### src/rtl/ex_muldiv_if.sv
// Issue/write-back bundle between the EX stage and the RV32M multi-cycle unit.
interface ex_muldiv_if #(
  parameter int XLEN = 32
);
  logic            start_i;
  logic [2:0]      funct3_i;
  logic [XLEN-1:0] reg1_i;
  logic [XLEN-1:0] reg2_i;
  logic [4:0]      wd_i;
  logic            flush_i;
  logic            stall_req_o;
  logic            busy_o;
  logic            done_o;
  logic [XLEN-1:0] result_o;
  logic [4:0]      wd_o;
  logic            wreg_o;

  modport slave (
    input  start_i, funct3_i, reg1_i, reg2_i, wd_i, flush_i,
    output stall_req_o, busy_o, done_o, result_o, wd_o, wreg_o
  );

  modport master (
    output start_i, funct3_i, reg1_i, reg2_i, wd_i, flush_i,
    input  stall_req_o, busy_o, done_o, result_o, wd_o, wreg_o
  );
endinterface

### src/rtl/ex_muldiv.sv
// RV32M multiply/divide unit: shift-add multiply, restoring divide, one bit per cycle
// on sign-stripped magnitudes; sign fix-up is folded into the final CALC step.
module ex_muldiv #(
  parameter int XLEN  = 32,
  parameter int CNT_W = 6
) (
  input  logic        clk,
  input  logic        rst,
  input  logic        rdy,
  ex_muldiv_if.slave  bus
);
  typedef enum logic [1:0] {IDLE, CALC, FIN} state_t;

  state_t            state, state_nxt;
  logic [2:0]        op;
  logic              neg1, neg2;
  logic [XLEN-1:0]   opb;
  logic [2*XLEN-1:0] acc;
  logic [XLEN-1:0]   rem;
  logic [CNT_W-1:0]  cnt;
  logic [XLEN-1:0]   result_q;
  logic [4:0]        wd_q;
  logic              stall;

  logic              sgn1, sgn2, in_neg1, in_neg2;
  logic [XLEN-1:0]   mag1, mag2;
  logic              div_zero, div_ovf, special;
  logic [XLEN-1:0]   special_val;

  logic [XLEN:0]     sum, rem_sh, diff;
  logic [2*XLEN-1:0] mul_nxt, prod_fix;
  logic              qbit;
  logic [XLEN-1:0]   rem_nxt, quo_nxt, quo_fix, rem_fix, fin_val;

  // Operand decode at issue time
  always_comb begin
    sgn1 = 1'b0;
    sgn2 = 1'b0;
    case (bus.funct3_i)
      3'b001, 3'b100, 3'b110: begin sgn1 = 1'b1; sgn2 = 1'b1; end
      3'b010:                 sgn1 = 1'b1;
      default: ;
    endcase
    in_neg1     = sgn1 & bus.reg1_i[XLEN-1];
    in_neg2     = sgn2 & bus.reg2_i[XLEN-1];
    mag1        = in_neg1 ? -bus.reg1_i : bus.reg1_i;
    mag2        = in_neg2 ? -bus.reg2_i : bus.reg2_i;
    div_zero    = bus.funct3_i[2] & (bus.reg2_i == '0);
    div_ovf     = bus.funct3_i[2] & ~bus.funct3_i[0]
                & (bus.reg1_i == {1'b1, {(XLEN-1){1'b0}}}) & (bus.reg2_i == '1);
    special     = div_zero | div_ovf;
    if (bus.funct3_i[1])
      special_val = div_zero ? bus.reg1_i : '0;
    else
      special_val = div_zero ? '1 : bus.reg1_i;
  end

  // One iteration step, plus the sign-corrected result of that step
  always_comb begin
    sum      = {1'b0, acc[2*XLEN-1:XLEN]} + (acc[0] ? {1'b0, opb} : '0);
    mul_nxt  = {sum, acc[XLEN-1:1]};
    rem_sh   = {rem, acc[XLEN-1]};
    diff     = rem_sh - {1'b0, opb};
    qbit     = ~diff[XLEN];
    rem_nxt  = qbit ? diff[XLEN-1:0] : rem_sh[XLEN-1:0];
    quo_nxt  = {acc[XLEN-2:0], qbit};
    prod_fix = (neg1 ^ neg2) ? -mul_nxt : mul_nxt;
    quo_fix  = (neg1 ^ neg2) ? -quo_nxt : quo_nxt;
    rem_fix  = neg1 ? -rem_nxt : rem_nxt;
    if (op == 3'b000)
      fin_val = prod_fix[XLEN-1:0];
    else if (!op[2])
      fin_val = prod_fix[2*XLEN-1:XLEN];
    else
      fin_val = op[1] ? rem_fix : quo_fix;
  end

  always_ff @(posedge clk) begin
    if (rst)
      state <= IDLE;
    else if (rdy)
      state <= state_nxt;
  end

  always_comb begin
    state_nxt = state;
    stall     = 1'b0;
    case (state)
      IDLE: if (bus.start_i && !bus.flush_i) begin
        stall     = 1'b1;
        state_nxt = special ? FIN : CALC;
      end
      CALC: begin
        stall = 1'b1;
        if (bus.flush_i)
          state_nxt = IDLE;
        else if (cnt == CNT_W'(1))
          state_nxt = FIN;
      end
      FIN:     state_nxt = IDLE;
      default: state_nxt = IDLE;
    endcase
  end

  always_ff @(posedge clk) begin
    if (rst) begin
      op       <= '0;
      neg1     <= 1'b0;
      neg2     <= 1'b0;
      opb      <= '0;
      acc      <= '0;
      rem      <= '0;
      cnt      <= '0;
      result_q <= '0;
      wd_q     <= '0;
    end else if (rdy) begin
      if (state == IDLE && bus.start_i && !bus.flush_i) begin
        op   <= bus.funct3_i;
        wd_q <= bus.wd_i;
        neg1 <= in_neg1;
        neg2 <= in_neg2;
        // Multiply shifts the multiplier (rs2) out of acc; divide shifts the dividend (rs1)
        acc  <= {{XLEN{1'b0}}, bus.funct3_i[2] ? mag1 : mag2};
        opb  <= bus.funct3_i[2] ? mag2 : mag1;
        rem  <= '0;
        cnt  <= CNT_W'(XLEN);
        if (special)
          result_q <= special_val;
      end else if (state == CALC && !bus.flush_i) begin
        acc <= op[2] ? {{XLEN{1'b0}}, quo_nxt} : mul_nxt;
        rem <= rem_nxt;
        cnt <= cnt - CNT_W'(1);
        if (cnt == CNT_W'(1))
          result_q <= fin_val;
      end
    end
  end

  assign bus.stall_req_o = stall;
  assign bus.busy_o      = (state != IDLE);
  assign bus.done_o      = (state == FIN);
  assign bus.wreg_o      = (state == FIN);
  assign bus.result_o    = result_q;
  assign bus.wd_o        = wd_q;
endmodule
### src/flat_wrapper.sv
// flat-port wrapper written by rule: the top's interface ports become plain ports
module ex_muldiv_flat 
#(
  parameter int XLEN  = 32,
  parameter int CNT_W = 6
)
  (clk, rst, rdy, bus_start_i, bus_funct3_i, bus_reg1_i, bus_reg2_i, bus_wd_i, bus_flush_i, bus_stall_req_o, bus_busy_o, bus_done_o, bus_result_o, bus_wd_o, bus_wreg_o);
  ex_muldiv_if #(.XLEN(XLEN)) bus_i ();
  input  logic clk;
  input  logic rst;
  input  logic rdy;
  input wire logic [$bits(bus_i.start_i)-1:0] bus_start_i;
  input wire logic [$bits(bus_i.funct3_i)-1:0] bus_funct3_i;
  input wire logic [$bits(bus_i.reg1_i)-1:0] bus_reg1_i;
  input wire logic [$bits(bus_i.reg2_i)-1:0] bus_reg2_i;
  input wire logic [$bits(bus_i.wd_i)-1:0] bus_wd_i;
  input wire logic [$bits(bus_i.flush_i)-1:0] bus_flush_i;
  output wire logic [$bits(bus_i.stall_req_o)-1:0] bus_stall_req_o;
  output wire logic [$bits(bus_i.busy_o)-1:0] bus_busy_o;
  output wire logic [$bits(bus_i.done_o)-1:0] bus_done_o;
  output wire logic [$bits(bus_i.result_o)-1:0] bus_result_o;
  output wire logic [$bits(bus_i.wd_o)-1:0] bus_wd_o;
  output wire logic [$bits(bus_i.wreg_o)-1:0] bus_wreg_o;
  assign bus_i.start_i = bus_start_i;
  assign bus_i.funct3_i = bus_funct3_i;
  assign bus_i.reg1_i = bus_reg1_i;
  assign bus_i.reg2_i = bus_reg2_i;
  assign bus_i.wd_i = bus_wd_i;
  assign bus_i.flush_i = bus_flush_i;
  assign bus_stall_req_o = bus_i.stall_req_o;
  assign bus_busy_o = bus_i.busy_o;
  assign bus_done_o = bus_i.done_o;
  assign bus_result_o = bus_i.result_o;
  assign bus_wd_o = bus_i.wd_o;
  assign bus_wreg_o = bus_i.wreg_o;
  ex_muldiv #(.XLEN(XLEN), .CNT_W(CNT_W)) u_core (.clk(clk), .rst(rst), .rdy(rdy), .bus(bus_i));
endmodule
### config.mk
export PLATFORM = sky130hd
export DESIGN_NAME = ex_muldiv_flat
export DESIGN_NICKNAME = d
export VERILOG_FILES = /design/src/rtl/ex_muldiv_if.sv /design/src/rtl/ex_muldiv.sv /design/src/flat_wrapper.sv
export SDC_FILE = /design/constraint.sdc
export NUM_CORES = 1
export LEC_CHECK = 0
export CAP_MARGIN = 15
export CORE_ASPECT_RATIO = 0.5
export CORE_MARGIN = 2
export CORE_UTILIZATION = 40
export DETAILED_ROUTE_END_ITERATION = 8
export PLACE_DENSITY = 0.54
export SLEW_MARGIN = 20
export SYNTH_ARGS = -nofsm -noshare
export SYNTH_HDL_FRONTEND = slang
export SYNTH_SLANG_ARGS = --single-unit
### constraint.sdc
create_clock -name clk -period 6.47 [get_ports clk]
set_clock_uncertainty 0.2 [all_clocks]
set_input_delay 0.9705 -clock clk [delete_from_list [all_inputs] [get_ports clk]]
set_output_delay 0.9705 -clock clk [all_outputs]
set_load 0.03 [all_outputs]
==> impl_metrics.toml <==
[hold_path]
min_to = "u_core.opb[15]"
hp-start = "u_core.opb[15]"
hold_depth = 2
min_path_type = "reg -> reg"

[sta]
fin_crit_ns = 5.77
setup_viol = 0
hold_viol_final = 0
post-route-period-util_pct = 89.1
slew_headroom_pct = 24.2
fmax_mhz = 173
drv_slew = 0
rsz0062_at_grt = "false"
tns_ns = 0
worstMarginPinSlew_ns = 1.13

[power]
power.leakage_nw = 7.54
vdd_ir_drop_max_uv = 209
p_per_area_nw_per_um2 = 186

[worst_setup_path]
cp-end-kind = "flip-flop"
worstPathMaxFanout = 13
reg2reg_slack_ns = 0.70
slowest_delay_ns = 0.60
r2r-start = "u_core.acc[0]"
path_cells = "clkinv_1 -> buf_4 -> nor2_1 -> ha_1 -> a211oi_1 -> o211ai_1 -> a211oi_1 -> nor4_1 -> buf_4 -> o21bai_1 -> nor4_2 -> buf_4 -> nand3_1 -> o41ai_1 -> xnor2_1 -> a221oi_1 -> o21ai_1 -> a32o_1"
r2r.worst_path.cells = 18
required_ns = 6.64
cp-start-kind = "flip-flop"
crit_path_frequent_cell = "buf_4"
r2r_end = "u_core.bus.result_o[23]"
cp_slowest_cell = "o41ai_1"
worstSetupPathType = "reg -> reg"
cp.arrival_ns = 5.94

[global_routing]
grt_most_used_layer = "met1"
met1_usage_pct = 47.8
grt_max_degree = 85
grtUsageMet2_pct = 47.4
grt-ovfl-total = 0
antenna_found_initial = 3
grt_usage_pct = 33.9
grt_pass1_vias = 18200
grtUsageMet3_pct = 13.8
grt_pass1_wl_mm = 120

[drt]
wl_per_cell_um = 25.5
avgViaCountPerCell = 6.26
drt_wl_total_mm = 82.4
drt_iter0_drc = 2555
vias = 20200
dr.pass1.iters = 5
antenna_left = 0
route.detailed.drc = 0

[place]
post_dp_cell_area_um2 = 19800
hpwl_mm = 63.3
place.gp.congestion = 0.987
port_buffers = 117

[cts]
cts_num_sinks = 178
cts_resized = 0
cts_tree = "yes"
htree_levels = 4
clockRootBuffer = "clkbuf_16"
clock_latency_ns = 0.49
clk_pin_slew_ns = 0.08
post_cts_buffers = 0
cts_hold_buf = 0
cts_made_buffers = 17
clock_path_buffers = 2

[synthesis]
synth_area_per_cell_um2 = 6.94
synth_edf_count = 0
ys_ff_latch = 178
syn-cell-area_um2 = 18200
synth_nets = 2772
netlist_instances = 2621
ys_types = 99
ys_async_sr_fraction_pct = 0
synth_top_flop_cell = "dfxtp_1"
seq_area_frac_synth_pct = 19.6
ys_warn_count = 0

[floorplanning]
die_area_um2 = 47300
die_y_um = 155
rows = 55
die_w_um = 305
fp.coreArea_um2 = 45000
initial_core_util_pct = 40.4
pin_count = 118

[status]
status = "completed"

[layout]
drive_gt1_share_pct = 5.56
final_nets = 2766
design_area_um2 = 20400
insertedDiodeCount = 0
syn2layout_area_growth_pct = 12.0

[run]
max-cap-violations = 0
-- flip-flops by register name (all words and copies together), names as in the netlist --
name and cells:
u_core.cnt 6, u_core.op 3, u_core.state 2, u_core.neg1 1, u_core.neg2 1, u_core.bus.wd_o 5
u_core.bus.result_o 32, u_core.opb 32, u_core.rem 32, u_core.acc 64
-- cell families after synthesis --
group / after synthesis / synth area share (%)
AOI/OAI and AO/OA: 823 / 28.9
xor gates and xnor gates: 218 / 10.5
adders and majority gates: 93 / 6.22
buffers and inverters: 268 / 5.80
DFF: 178 / 19.6
muxes: 77 / 4.30
and+or+nand+nor: 964 / 24.7
-- routing by layer --
metal	up-vias	share of wire (%)
li1	9502	-
met1	9561	45
met2	1008	40
met3	110	13
met4	4	2.2
met5	-	0.030
-- worst max-delay path by stage --
stage | from | to | slack (ns) | depth (start not counted)
6_report | u_core.acc[0] | u_core.bus.result_o[23] | 0.70 | 18
5_1_grt | u_core.acc[31] | u_core.bus.result_o[24] | 0.40 | 21
4_1_cts | u_core.acc[0] | u_core.bus.result_o[23] | 0.90 | 18
3_5_place_dp | bus_reg1_i[6] | u_core.bus.result_o[28] | 0.81 | 13
3_3_place_gp | u_core.acc[0] | u_core.bus.result_o[23] | 0.93 | 18
2_1_floorplan | u_core.acc[31] | u_core.bus.result_o[24] | 1.37 | 24
-- stage by stage --
stage	total power, mW	util, %	hold WS [ns]	setup slack [ns]	instances
2_1_floorplan	2.10	-	0.232	1.37	2621
3_3_place_gp	2.61	43.9	0.240	0.933	3194
3_5_place_dp	2.60	43.9	0.245	0.811	3194
4_1_cts	3.74	45.2	0.256	0.896	3226
5_1_grt	3.93	45.2	0.267	0.404	3226
6_report	3.79	45.2	0.255	0.702	3226
-- critical path, delay by kind of cell (launching register included) --
kind,cells,cell delay [ns]
AO/OA/AOI/OAI,8,2.78
flip-flops,1,0.39
buffers and inverters,4,0.80
XOR/XNOR,1,0.20
adder cells (fa/ha/maj),1,0.28
AND/OR/NAND/NOR,4,0.99
-- placed cells by master, fill, tap and decap left out, types with 9 or more instances in the layout --
cell type and instances:
nor3b_1 10, o41ai_1 14, buf_4 53, nor4_1 24, and3_1 17, or2_2 10
nand2b_1 14, nand4_1 20, dfxtp_1 177, inv_1 69, a31oi_1 53, a21oi_1 248
ha_1 72, or3_1 22, clkdlybuf4s50_1 115, o221ai_1 9, and2_1 19, o211ai_1 55
nor2_1 363, xnor2_1 135, a221oi_1 12, clkbuf_16 17, a211oi_1 56, a311oi_1 9
mux2i_1 69, o21a_1 13, maj3_1 19, xor2_1 81, o21ai_0 174, nor3_1 94
nand2_1 256, a21o_1 34, nor2b_1 9, o31ai_1 27, or4_1 12, a22oi_1 28
nand3_1 43
-- cell type report --
type,count,area (um^2)
Multi-Input combinational cell,2175,13600
Sequential cell,178,3560
Fill cell,4788,24600
Timing Repair Buffer,169,1550
Tap cell,598,748
Inverter,74,280
Clock inverter,14,159
Clock buffer,18,439
-- cells in the mapped netlist (8+ instances only) --
master | instances | area share, %
a211oi_1 | 56 | 2.3
a21o_1 | 34 | 1.4
a21oi_1 | 248 | 6.8
a221oi_1 | 12 | 0.58
a22oi_1 | 29 | 1.2
a311oi_1 | 9 | 0.43
a31oi_1 | 53 | 1.8
and2_1 | 19 | 0.65
and3_1 | 17 | 0.59
buf_1 | 17 | 0.35
buf_2 | 20 | 0.55
clkbuf_1 | 152 | 3.1
dfxtp_1 | 178 | 20
ha_1 | 72 | 5.0
inv_1 | 69 | 1.4
maj3_1 | 19 | 1.0
mux2_2 | 8 | 0.50
mux2i_1 | 69 | 3.8
nand2_1 | 257 | 5.3
nand2b_1 | 14 | 0.48
nand3_1 | 44 | 1.2
nand4_1 | 20 | 0.69
nor2_1 | 365 | 7.5
nor2b_1 | 9 | 0.31
nor3_1 | 94 | 2.6
nor3b_1 | 10 | 0.41
nor4_1 | 24 | 0.83
o211ai_1 | 55 | 2.3
o21a_1 | 13 | 0.54
o21ai_0 | 174 | 4.8
o21bai_1 | 8 | 0.33
o221ai_1 | 9 | 0.43
o31ai_1 | 27 | 1.1
o41ai_1 | 14 | 0.67
or2_2 | 10 | 0.34
or3_1 | 22 | 0.76
or4_1 | 12 | 0.50
xnor2_1 | 136 | 6.6
xor2_1 | 82 | 4.0
-- power breakdown --
part / switching (mW) / total [mW] / internal [mW]
registers: 0.0632 / 1.19 / 1.13
logic: 0.977 / 1.45 / 0.478
clock network: 0.586 / 1.15 / 0.563
total: 1.63 / 3.79 / 2.17
Power figures use the tool's default switching activity.
